$ cat src/rtl/adain_seq_ctrl.sv
// adain_seq_ctrl
// Control sequencer for one AdaIN channel job. A job walks an N x N plane
// twice: first to accumulate the statistics, then to normalize every
// pixel. Between the two passes the sequencer steps the shift-amount
// generator through three statistics cycles and waits on an external
// inverse square-root unit. The datapath itself lives elsewhere; this
// block only produces handshakes, strobes and the sequencing code.
module adain_seq_ctrl #(
    parameter int N_MAX = 128,
    parameter int LW    = $clog2($clog2(N_MAX + 1)),
    parameter int CW    = 2 * $clog2(N_MAX) + 1
) (
    input  logic          clk,
    input  logic          rst,
    input  logic          start,
    input  logic [LW-1:0] n_log2,
    input  logic          in_valid,
    output logic          in_ready,
    output logic          out_valid,
    input  logic          out_ready,
    output logic          invsqrt_start,
    input  logic          invsqrt_done,
    output logic          acc_clr,
    output logic          acc_en,
    output logic          norm_en,
    output logic [2:0]    state,
    output logic [1:0]    l_count,
    output logic          busy,
    output logic          done,
    output logic          err
);

    // State encoding is visible on the state port and decoded by the
    // shift-amount generator, so the codes are fixed.
    localparam logic [2:0] S_IDLE = 3'b000;
    localparam logic [2:0] S_ACC  = 3'b001;
    localparam logic [2:0] S_STAT = 3'b010;
    localparam logic [2:0] S_ISQ  = 3'b011;
    localparam logic [2:0] S_NORM = 3'b100;
    localparam logic [2:0] S_FIN  = 3'b101;

    // Largest legal n_log2 for this build.
    localparam logic [LW-1:0] MAX_LOG2 = LW'($clog2(N_MAX));

    // Counter constants sized to the pixel counter.
    localparam logic [CW-1:0] CNT_ZERO = {CW{1'b0}};
    localparam logic [CW-1:0] CNT_ONE  = {{(CW-1){1'b0}}, 1'b1};

    // Last statistics step index.
    localparam logic [1:0] L_LAST = 2'd2;

    // ------------------------------------------------------------------
    // Registered state
    // ------------------------------------------------------------------
    logic [2:0]    state_r;
    logic [1:0]    l_count_r;
    logic [CW-1:0] pix_cnt_r;
    logic [LW-1:0] n_log2_r;
    logic          first_isq_r;
    logic          err_r;

    // Next-state values
    logic [2:0]    state_nxt_s;
    logic [1:0]    l_count_nxt_s;
    logic [CW-1:0] pix_cnt_nxt_s;
    logic [LW-1:0] n_log2_nxt_s;
    logic          first_isq_nxt_s;
    logic          err_nxt_s;

    // Derived combinational terms
    logic          range_ok_s;
    logic [CW-1:0] total_s;
    logic [CW-1:0] last_cnt_s;
    logic          last_pix_s;
    logic          in_ready_s;
    logic          out_valid_s;
    logic          acc_en_s;
    logic          norm_en_s;
    logic          acc_clr_s;

    // A requested edge length is only legal up to N_MAX.
    assign range_ok_s = (n_log2 <= MAX_LOG2);

    // Pixels per pass is N*N = 2^(2*n_log2). The counter is one bit wider
    // than the largest index so N_MAX*N_MAX itself is representable and
    // nothing wraps at the top size.
    assign total_s    = CNT_ONE << {n_log2_r, 1'b0};
    assign last_cnt_s = total_s - CNT_ONE;
    assign last_pix_s = (pix_cnt_r == last_cnt_s);

    // ------------------------------------------------------------------
    // Next-state logic
    // ------------------------------------------------------------------

    // Sequencing decisions: job launch, pass counting, statistics steps
    // and the inverse-sqrt wait.
    always_comb begin
        state_nxt_s     = state_r;
        l_count_nxt_s   = l_count_r;
        pix_cnt_nxt_s   = pix_cnt_r;
        n_log2_nxt_s    = n_log2_r;
        first_isq_nxt_s = 1'b0;
        err_nxt_s       = 1'b0;

        case (state_r)
            S_IDLE: begin
                l_count_nxt_s = 2'd0;
                if (start) begin
                    if (range_ok_s) begin
                        // Accept the job; the size is frozen for its
                        // whole duration.
                        state_nxt_s   = S_ACC;
                        n_log2_nxt_s  = n_log2;
                        pix_cnt_nxt_s = CNT_ZERO;
                    end else begin
                        // Reject an oversize request and stay put.
                        err_nxt_s = 1'b1;
                    end
                end else begin
                    state_nxt_s = S_IDLE;
                end
            end

            S_ACC: begin
                // in_ready is high for the whole pass, so every valid
                // beat is a transfer; idle beats simply hold the count.
                if (in_valid) begin
                    if (last_pix_s) begin
                        state_nxt_s   = S_STAT;
                        pix_cnt_nxt_s = CNT_ZERO;
                    end else begin
                        pix_cnt_nxt_s = pix_cnt_r + CNT_ONE;
                    end
                end else begin
                    pix_cnt_nxt_s = pix_cnt_r;
                end
            end

            S_STAT: begin
                // Three back-to-back statistics steps, 0 then 1 then 2.
                if (l_count_r == L_LAST) begin
                    state_nxt_s     = S_ISQ;
                    l_count_nxt_s   = 2'd0;
                    first_isq_nxt_s = 1'b1;
                end else begin
                    l_count_nxt_s = l_count_r + 2'd1;
                end
            end

            S_ISQ: begin
                // A done seen on the launch cycle belongs to an earlier
                // request (or is a glitch) and must not end the wait.
                if (!first_isq_r && invsqrt_done) begin
                    state_nxt_s = S_NORM;
                end else begin
                    state_nxt_s = S_ISQ;
                end
            end

            S_NORM: begin
                // A transfer needs both sides; a stalled sink holds the
                // counter so no pixel is dropped.
                if (in_valid && out_ready) begin
                    if (last_pix_s) begin
                        state_nxt_s   = S_FIN;
                        pix_cnt_nxt_s = CNT_ZERO;
                    end else begin
                        pix_cnt_nxt_s = pix_cnt_r + CNT_ONE;
                    end
                end else begin
                    pix_cnt_nxt_s = pix_cnt_r;
                end
            end

            S_FIN: begin
                state_nxt_s = S_IDLE;
            end

            default: begin
                // Unreachable codes recover to a clean idle.
                state_nxt_s   = S_IDLE;
                l_count_nxt_s = 2'd0;
                pix_cnt_nxt_s = CNT_ZERO;
            end
        endcase
    end

    // ------------------------------------------------------------------
    // State registers
    // ------------------------------------------------------------------

    // Sequencer registers with synchronous reset taking priority over
    // every request and handshake.
    always_ff @(posedge clk) begin
        if (rst) begin
            state_r     <= S_IDLE;
            l_count_r   <= 2'd0;
            pix_cnt_r   <= CNT_ZERO;
            n_log2_r    <= {LW{1'b0}};
            first_isq_r <= 1'b0;
            err_r       <= 1'b0;
        end else begin
            state_r     <= state_nxt_s;
            l_count_r   <= l_count_nxt_s;
            pix_cnt_r   <= pix_cnt_nxt_s;
            n_log2_r    <= n_log2_nxt_s;
            first_isq_r <= first_isq_nxt_s;
            err_r       <= err_nxt_s;
        end
    end

    // ------------------------------------------------------------------
    // Output decode
    // ------------------------------------------------------------------

    // Pixel handshakes and datapath enables, decoded from registered
    // state so they are quiet outside their own pass.
    always_comb begin
        in_ready_s  = 1'b0;
        out_valid_s = 1'b0;
        acc_en_s    = 1'b0;
        norm_en_s   = 1'b0;
        case (state_r)
            S_ACC: begin
                in_ready_s = 1'b1;
                acc_en_s   = in_valid;
            end
            S_NORM: begin
                in_ready_s  = out_ready;
                out_valid_s = in_valid;
                norm_en_s   = in_valid & out_ready;
            end
            default: begin
                in_ready_s  = 1'b0;
                out_valid_s = 1'b0;
                acc_en_s    = 1'b0;
                norm_en_s   = 1'b0;
            end
        endcase
    end

    // Accumulator clear coincides with the accepting cycle so the first
    // pixel of the pass lands in a clean accumulator; reset suppresses it.
    always_comb begin
        if (!rst && (state_r == S_IDLE) && start && range_ok_s) begin
            acc_clr_s = 1'b1;
        end else begin
            acc_clr_s = 1'b0;
        end
    end

    assign in_ready      = in_ready_s;
    assign out_valid     = out_valid_s;
    assign acc_en        = acc_en_s;
    assign norm_en       = norm_en_s;
    assign acc_clr       = acc_clr_s;
    assign invsqrt_start = first_isq_r;
    assign state         = state_r;
    assign l_count       = l_count_r;
    assign busy          = (state_r != S_IDLE);
    assign done          = (state_r == S_FIN);
    assign err           = err_r;

endmodule

$ cat config.mk
export PLATFORM = sky130hd
export DESIGN_NAME = adain_seq_ctrl
export DESIGN_NICKNAME = d
export VERILOG_FILES = /design/src/rtl/adain_seq_ctrl.sv
export SDC_FILE = /design/constraint.sdc
export NUM_CORES = 1
export LEC_CHECK = 0
export ABC_CLOCK_PERIOD_IN_PS = 4450
export CORE_ASPECT_RATIO = 0.6
export CORE_MARGIN = 5
export CORE_UTILIZATION = 50
export DETAILED_ROUTE_END_ITERATION = 8
export HOLD_SLACK_MARGIN = 0.05
export PLACE_DENSITY_LB_ADDON = 0.08
export SLEW_MARGIN = 15
export SYNTH_ARGS = -nofsm -noshare
export SYNTH_HDL_FRONTEND = slang
export SYNTH_SLANG_ARGS = --single-unit
$ cat constraint.sdc
create_clock -name clk -period 4.45 [get_ports clk]
set_clock_uncertainty 0.15 [all_clocks]
set_input_delay 0.6675 -clock clk [delete_from_list [all_inputs] [get_ports clk]]
set_output_delay 0.6675 -clock clk [all_outputs]
set_load 0.005 [all_outputs]
==> results of run 1 <==
## routing by layer
metal	up-vias	global-route usage, %	routed length [µm]
met5	-	0	0
met4	0	4.81	34
met3	6	4.59	151
met2	27	26.1	1430
met1	647	26.0	2000
li1	712	-	-
## flip-flops by register name, summed over array words and instances, names as in the netlist
register / count
err: 1
state: 3
invsqrt_start: 1
pix_cnt_r: 15
n_log2_r: 3
l_count: 2
## metrics by stage
step | setup slack (ps) | util [%] | hold WS, ps | std cells | cell area [µm²]
3_5_place_dp | 1080 | 56.0 | 363 | 252 | 1780
2_1_floorplan | 1230 | - | 328 | 198 | 1620
6_report | 970 | 57.4 | 376 | 256 | 1830
3_3_place_gp | 1190 | 56.0 | 356 | 252 | 1780
5_1_grt | 735 | 57.4 | 420 | 256 | 1830
4_1_cts | 995 | 57.4 | 376 | 256 | 1830
## report_power, final
group | internal [mW] | switching, mW
logic | 0.0607 | 0.0568
clock network | 0.0640 | 0.0688
registers | 0.228 | 0.0132
## logic make-up after synthesis
kind of cell    Yosys count  share of synthesized area (%)
fa+ha+maj                 2                           1.54
xor+xnor                 22                           11.9
buf+inv                  18                           8.87
other cells               1                          0.231
mux                       4                           2.47
simple gates             95                           31.2
flops                    25                           30.8
compound gates           31                           13.0
## how the worst max path moves through the flow
| stage | slack (ps) | end | depth (start not counted) | from |
|---|---|---|---|---|
| 2_1_floorplan | 1230 | state[0]$_SDFFE_PP0P_ | 11 | n_log2_r[1]$_SDFFE_PP0P_ |
| 3_3_place_gp | 1190 | state[0]$_SDFFE_PP0P_ | 8 | n_log2_r[2]$_SDFFE_PP0P_ |
| 3_5_place_dp | 1080 | state[0]$_SDFFE_PP0P_ | 8 | n_log2_r[2]$_SDFFE_PP0P_ |
| 4_1_cts | 1000 | state[0]$_SDFFE_PP0P_ | 8 | n_log2_r[2]$_SDFFE_PP0P_ |
| 5_1_grt | 740 | state[0]$_SDFFE_PP0P_ | 8 | n_log2_r[0]$_SDFFE_PP0P_ |
| 6_report | 970 | state[0]$_SDFFE_PP0P_ | 8 | n_log2_r[2]$_SDFFE_PP0P_ |
## cells in the mapped netlist (2+ instances only)
| library cell | number | area [µm²] |
|---|---|---|
| nand2b_1 | 2 | 12.5 |
| clkbuf_1 | 4 | 15.0 |
| or3_1 | 2 | 12.5 |
| buf_6 | 4 | 45.0 |
| a21oi_1 | 10 | 50.1 |
| nor2b_1 | 3 | 18.8 |
| nor3b_1 | 2 | 15.0 |
| nand3_1 | 8 | 40.0 |
| nor4b_1 | 2 | 17.5 |
| mux2i_1 | 4 | 40.0 |
| nand4_1 | 3 | 18.8 |
| o21ai_0 | 5 | 25.0 |
| dfxtp_1 | 25 | 500 |
| nor4_1 | 3 | 18.8 |
| nor2_1 | 35 | 131 |
| nand4b_1 | 2 | 17.5 |
| and2b_2 | 2 | 17.5 |
| ha_1 | 2 | 25.0 |
| nand2_1 | 13 | 48.8 |
| clkbuf_8 | 3 | 41.3 |
| xor2_1 | 10 | 87.6 |
| and3_1 | 2 | 12.5 |
| nand3b_1 | 2 | 15.0 |
| inv_1 | 3 | 11.3 |
| xnor2_1 | 12 | 105 |
| a31oi_1 | 6 | 37.5 |
| nor3_1 | 4 | 20.0 |
## critical path, delay by kind of cell (launching register included)
kind | cells | cell delay, ps
AOI/OAI and AO/OA | 3 | 800
DFF | 1 | 470
adders and majority gates | 1 | 360
and+or+nand+nor | 3 | 1440
xor gates and xnor gates | 1 | 190
## cell type report
cell class | instances | area share [%]
sequential | 25 | 27.4
tap | 45 | 3.08
inverter | 3 | 0.616
timing repair buffer | 24 | 12.9
clock buffer | 4 | 2.47
multi-input combinational | 155 | 53.6
==> results.ini, run 1 <==
[status]
run_status=completed

[floorplan]
die_outline_height_um=54.1
floorplan.die_area_mm2=0.00452
start_util_pct=51.0
floorplan.io_pins=23
row_count=16
fp.coreArea_mm2=0.00318
die_width_um=83.6

[global_route]
initial_antenna_violation_count=0
globalRouteTotalUtil_pct=17.8
grt.overflow.total=0
pin_count_of_the_biggest_net_entering_global_routing=19
grt_pass1_vias=1297
grt_pass1_wl_um=6300

[setup_path]
critPathSlowestCell=or4_1
critical_path.reg2reg.startpoint=n_log2_r[2]$_SDFFE_PP0P_
regToRegEndpoint=state[0]$_SDFFE_PP0P_
worstSetupStartpointType=register
timing.critical_path.arrival_ps=3530
worst_path_largest_cell_delay_ps=560
crit_path_cell_trace=or3_2 -> ha_1 -> xor2_1 -> or3_1 -> a2111oi_2 -> a31oi_1 -> or4_1 -> a21oi_1
timing.critical_path.fanout_max=16
rr_worst_depth=8
regToRegSetupSlack_ps=970
crit_required_ps=4500
worst_setup_path_end_kind=register
classification_of_the_worst_setup_path=reg -> reg

[sta]
setup-tns-final_ps=0
hold_viol=0
max-slew-margin-rel_pct=62.8
worst_pin_slew_ps=558
fmax_ghz=0.287
slew_violations=0
grt_setup_unrepaired=false
post-route-period-util_pct=78.2
period_minus_slack_ps=3480
final-setup-viol-count=0

[finish]
fillCellCount=297
area.growth.synth_to_final_pct=12.6
layout_commonest_cell=nor2_1
multi_input_gate_area_in_the_final_layout_um2=978
design.final.nets=223
seq_area_um2=500
most-common-layout-cells=35 x nor2_1, 25 x dfxtp_1, 22 x clkdlybuf4s50_1
final_layout_size_suffix_gt1_share_pct=9.00
antenna_cells_inserted=0

[clock_tree]
numClockSinks=25
root_buffer=clkbuf_8
clock_insertion_delay_worst_skew_ps=270
cts-hold-fix-buffers=0
cts_setup_buffers=0
clkSlewWorstSetupHoldPaths_ps=80
cts_resized=0
cts_htree_levels=1
tritoncts.num_buffers=3
clock_path_buffers=2
tritoncts_clock_tree=yes

[yosys]
synth.avg_cell_area_um2=8.20
netlist_instances=198
synthArstFlopShare_pct=0
synth_edf_count=0
synth.distinct_cells=52
mappedNetlistArea_mm2=0.00162
synth_warnings=0
synth-seq-area-share_pct=30.8
mappedNetlistNets=209
synth.ff_latch_count=25
dominantRegCellSynth=dfxtp_1

[pwr]
power.leakage_nw=0.643
power_density_mw_per_mm2=269
vdd.ir_drop.worst_uv=132
total_power_mw=0.491

[detailed_routing]
ant_nets=0
totalWireLength_um=3620
drc=0
detail_route.first_pass.iterations=4
drt_first_iter_violations=186
routed-via-count=1392
wl_per_cell_um=14.1
drt-vias-per-instance=5.44

[placement]
finalWeightedCongestion=0.927
detailedPlacementHpwl_um=2700
port_buffers=22

[min_path]
min_path_type=reg -> reg
whs_path_depth=2
holdCritStartpoint=pix_cnt_r[1]$_SDFFE_PP0P_
worst_hold_path_endpoint=pix_cnt_r[1]$_SDFFE_PP0P_

[run]
max-cap-violations=0

(Power assumes the default switching activity.)
==> inputs of run 2 (changes only) <==
--- a/config.mk
+++ b/config.mk
@@ -5,10 +5,10 @@
 export SDC_FILE = /design/constraint.sdc
 export NUM_CORES = 1
 export LEC_CHECK = 0
-export ABC_CLOCK_PERIOD_IN_PS = 4450
+export ABC_CLOCK_PERIOD_IN_PS = 3000
 export CORE_ASPECT_RATIO = 0.6
 export CORE_MARGIN = 5
-export CORE_UTILIZATION = 50
+export CORE_UTILIZATION = 49
 export DETAILED_ROUTE_END_ITERATION = 8
 export HOLD_SLACK_MARGIN = 0.05
 export PLACE_DENSITY_LB_ADDON = 0.08
==> constraint.sdc (replaced) <==
create_clock -name clk -period 3 [get_ports clk]
set_clock_uncertainty 0.15 [all_clocks]
set_input_delay 0.45 -clock clk [delete_from_list [all_inputs] [get_ports clk]]
set_output_delay 0.45 -clock clk [all_outputs]
set_load 0.005 [all_outputs]
==> run 2 against run 1 <==
  * Cell count up 1.6%
  * Core utilization is 0.88 points higher
  * Fmax grew 21%
  * Largest power group unchanged
  * Hold slack got worse by 0.62 ps
  * Combinational power increased by 67%
==> results.ini, run 2 (synthesis gave the netlist of run 1 again) <==
[sta]
post-route-period-util_pct=96.2  ; +18 points
hold_viol=0  ; unchanged
slew_violations=0  ; unchanged
setup-tns-final_ps=0  ; unchanged
worst_pin_slew_ps=536  ; -21.3 ps
final-setup-viol-count=0  ; unchanged
period_minus_slack_ps=2890  ; -593 ps
grt_setup_unrepaired=false
max-slew-margin-rel_pct=64.2  ; +1.4 points
fmax_ghz=0.346  ; +21%

[detailed_routing]
drt_first_iter_violations=210  ; +13%
drt-vias-per-instance=5.57  ; +2.4%
drc=0  ; unchanged
wl_per_cell_um=14.6  ; +3.4%
detail_route.first_pass.iterations=4  ; unchanged
ant_nets=0  ; unchanged
totalWireLength_um=3800  ; +5.0%
routed-via-count=1448  ; +4.0%

[pwr]
power.leakage_nw=0.669  ; +4.1%
power_density_mw_per_mm2=397  ; +48%
vdd.ir_drop.worst_uv=304  ; +130%

[min_path]
holdCritStartpoint=pix_cnt_r[1]$_SDFFE_PP0P_
worst_hold_path_endpoint=pix_cnt_r[1]$_SDFFE_PP0P_
min_path_type=reg -> reg
whs_path_depth=2  ; unchanged

[clock_tree]
tritoncts.num_buffers=3  ; unchanged
clock_path_buffers=2  ; unchanged
cts_htree_levels=1  ; unchanged
clock_insertion_delay_worst_skew_ps=270  ; about the same
tritoncts_clock_tree=yes
root_buffer=clkbuf_8
numClockSinks=25  ; unchanged
clkSlewWorstSetupHoldPaths_ps=80  ; about the same

[finish]
finish.cell_count_without_fillers=260  ; +1.6%
register_with_the_most_flip_flops=pix_cnt_r
layout_commonest_cell=nor2_1
number_of_flip_flops_in_the_largest_register=15  ; unchanged
antenna_cells_inserted=0  ; unchanged
final_area_mm2=0.00188  ; +2.8%
postLayoutCoreUtil_pct=58.3  ; +0.88 points
most-common-layout-cells=35 x nor2_1, 24 x dfxtp_1, 22 x clkdlybuf4s50_1
design.final.nets=227  ; +1.8%
final_layout_size_suffix_gt1_share_pct=12.6  ; +3.6 points
area.growth.synth_to_final_pct=15.7

[floorplan]
row_count=16  ; unchanged
fp.coreArea_mm2=0.00322  ; +1.3%
die_outline_height_um=54.6  ; +0.82%
floorplan.io_pins=23  ; unchanged
start_util_pct=50.3  ; -0.63 points
die_width_um=84.3  ; +0.89%
floorplan.die_area_mm2=0.00460  ; +1.7%

[setup_path]
worstSetupStartpointType=register
regToRegEndpoint=state[0]$_SDFFE_PP0P_
worst_setup_path_end_kind=register
regToRegSetupSlack_ps=110  ; -860 ps
timing.critical_path.fanout_max=5  ; -11
critical_path.reg2reg.startpoint=n_log2_r[2]$_SDFFE_PP0P_
classification_of_the_worst_setup_path=reg -> reg
crit_required_ps=3060  ; -1440 ps
timing.critical_path.arrival_ps=2940  ; -590 ps
rr_worst_depth=8  ; unchanged

[global_route]
pin_count_of_the_biggest_net_entering_global_routing=19  ; unchanged
initial_antenna_violation_count=0  ; unchanged
globalRouteTotalUtil_pct=17.9  ; +0.098 points
grt_pass1_wl_um=6520  ; +3.5%
grt_pass1_vias=1319  ; +1.7%
grt.overflow.total=0  ; unchanged

[placement]
detailedPlacementHpwl_um=2860  ; +6.2%
placed_cell_area_mm2=0.00181  ; +1.7%
dp_cells=256  ; +1.6%
finalWeightedCongestion=0.881  ; -5.0%
port_buffers=22  ; unchanged

[status]
run_status=completed

[run]
max-cap-violations=0  ; unchanged

[run 2: worst max-delay path by stage]
stage          cells after the start                     start                          to  slack, ps
6_report                           8  n_log2_r[2]$_SDFFE_PP0P_       state[0]$_SDFFE_PP0P_        110
5_1_grt                            9  n_log2_r[2]$_SDFFE_PP0P_       state[0]$_SDFFE_PP0P_         30
4_1_cts                            8  n_log2_r[0]$_SDFFE_PP0P_       state[0]$_SDFFE_PP0P_        100
3_5_place_dp                       9  n_log2_r[0]$_SDFFE_PP0P_       state[0]$_SDFFE_PP0P_          6
3_3_place_gp                       9  n_log2_r[2]$_SDFFE_PP0P_       state[0]$_SDFFE_PP0P_        210
2_1_floorplan                     12  n_log2_r[2]$_SDFFE_PP0P_  pix_cnt_r[10]$_SDFFE_PP0P_          7
[run 2: cell type report]
cell class / count / area, µm²
clock buffers: 3 / 41.3
well taps: 45 / 56.3
fillers: 291 / 1350
flip-flops and latches: 25 / 502
clock inverters: 1 / 5.00
repair buffers: 28 / 265
inverters: 3 / 11.3
multi-input cells: 155 / 997
[run 2: repair_timing]
item                                    4_1_cts  5_1_grt
gates resized for setup                       2        2
pin swaps                                     0        0
endpoints found under the setup margin        1        3
hold buffers                                  0        0
setup buffers                                 0        0
[run 2: through the flow]
| step | hold WS [ps] | power, mW | setup slack [ps] |
|---|---|---|---|
| final | 375 | 0.746 | 114 |
| after global routing | 422 | 0.785 | 34.9 |
| after CTS | 384 | 0.744 | 97.9 |
| after detailed placement | 363 | 0.544 | 6.36 |
| after global placement | 351 | 0.536 | 207 |
| after floorplan | 328 | 0.497 | 7.23 |
[run 2: power by group]
group          internal (mW)  switching [mW]
registers              0.338          0.0128
logic                  0.101          0.0961
clock network         0.0929           0.105
[run 2: layer usage]
layer,global-route usage [%],routed length [µm]
met1,26.5,2000
met4,2.41,15
met3,4.51,244
met5,0,0
met2,26.8,1540
[run 2: critical path, stage by stage, from the launching register on]
cell       delay (ps)
dfxtp_1           350
or3_2             520
ha_4              260
xnor2_1           120
or3_1             380
a2111oi_2         250
a31oi_1           220
or4_1             430
a21oi_1           140
==> inputs of run 3 (changes only) <==
--- a/config.mk
+++ b/config.mk
@@ -6,6 +6,7 @@
 export NUM_CORES = 1
 export LEC_CHECK = 0
 export ABC_CLOCK_PERIOD_IN_PS = 3000
+export CAP_MARGIN = 20
 export CORE_ASPECT_RATIO = 0.6
 export CORE_MARGIN = 5
 export CORE_UTILIZATION = 49
==> results of run 3 <==
Same layout as run 2: the final DEF is identical, and so are final timing and power.
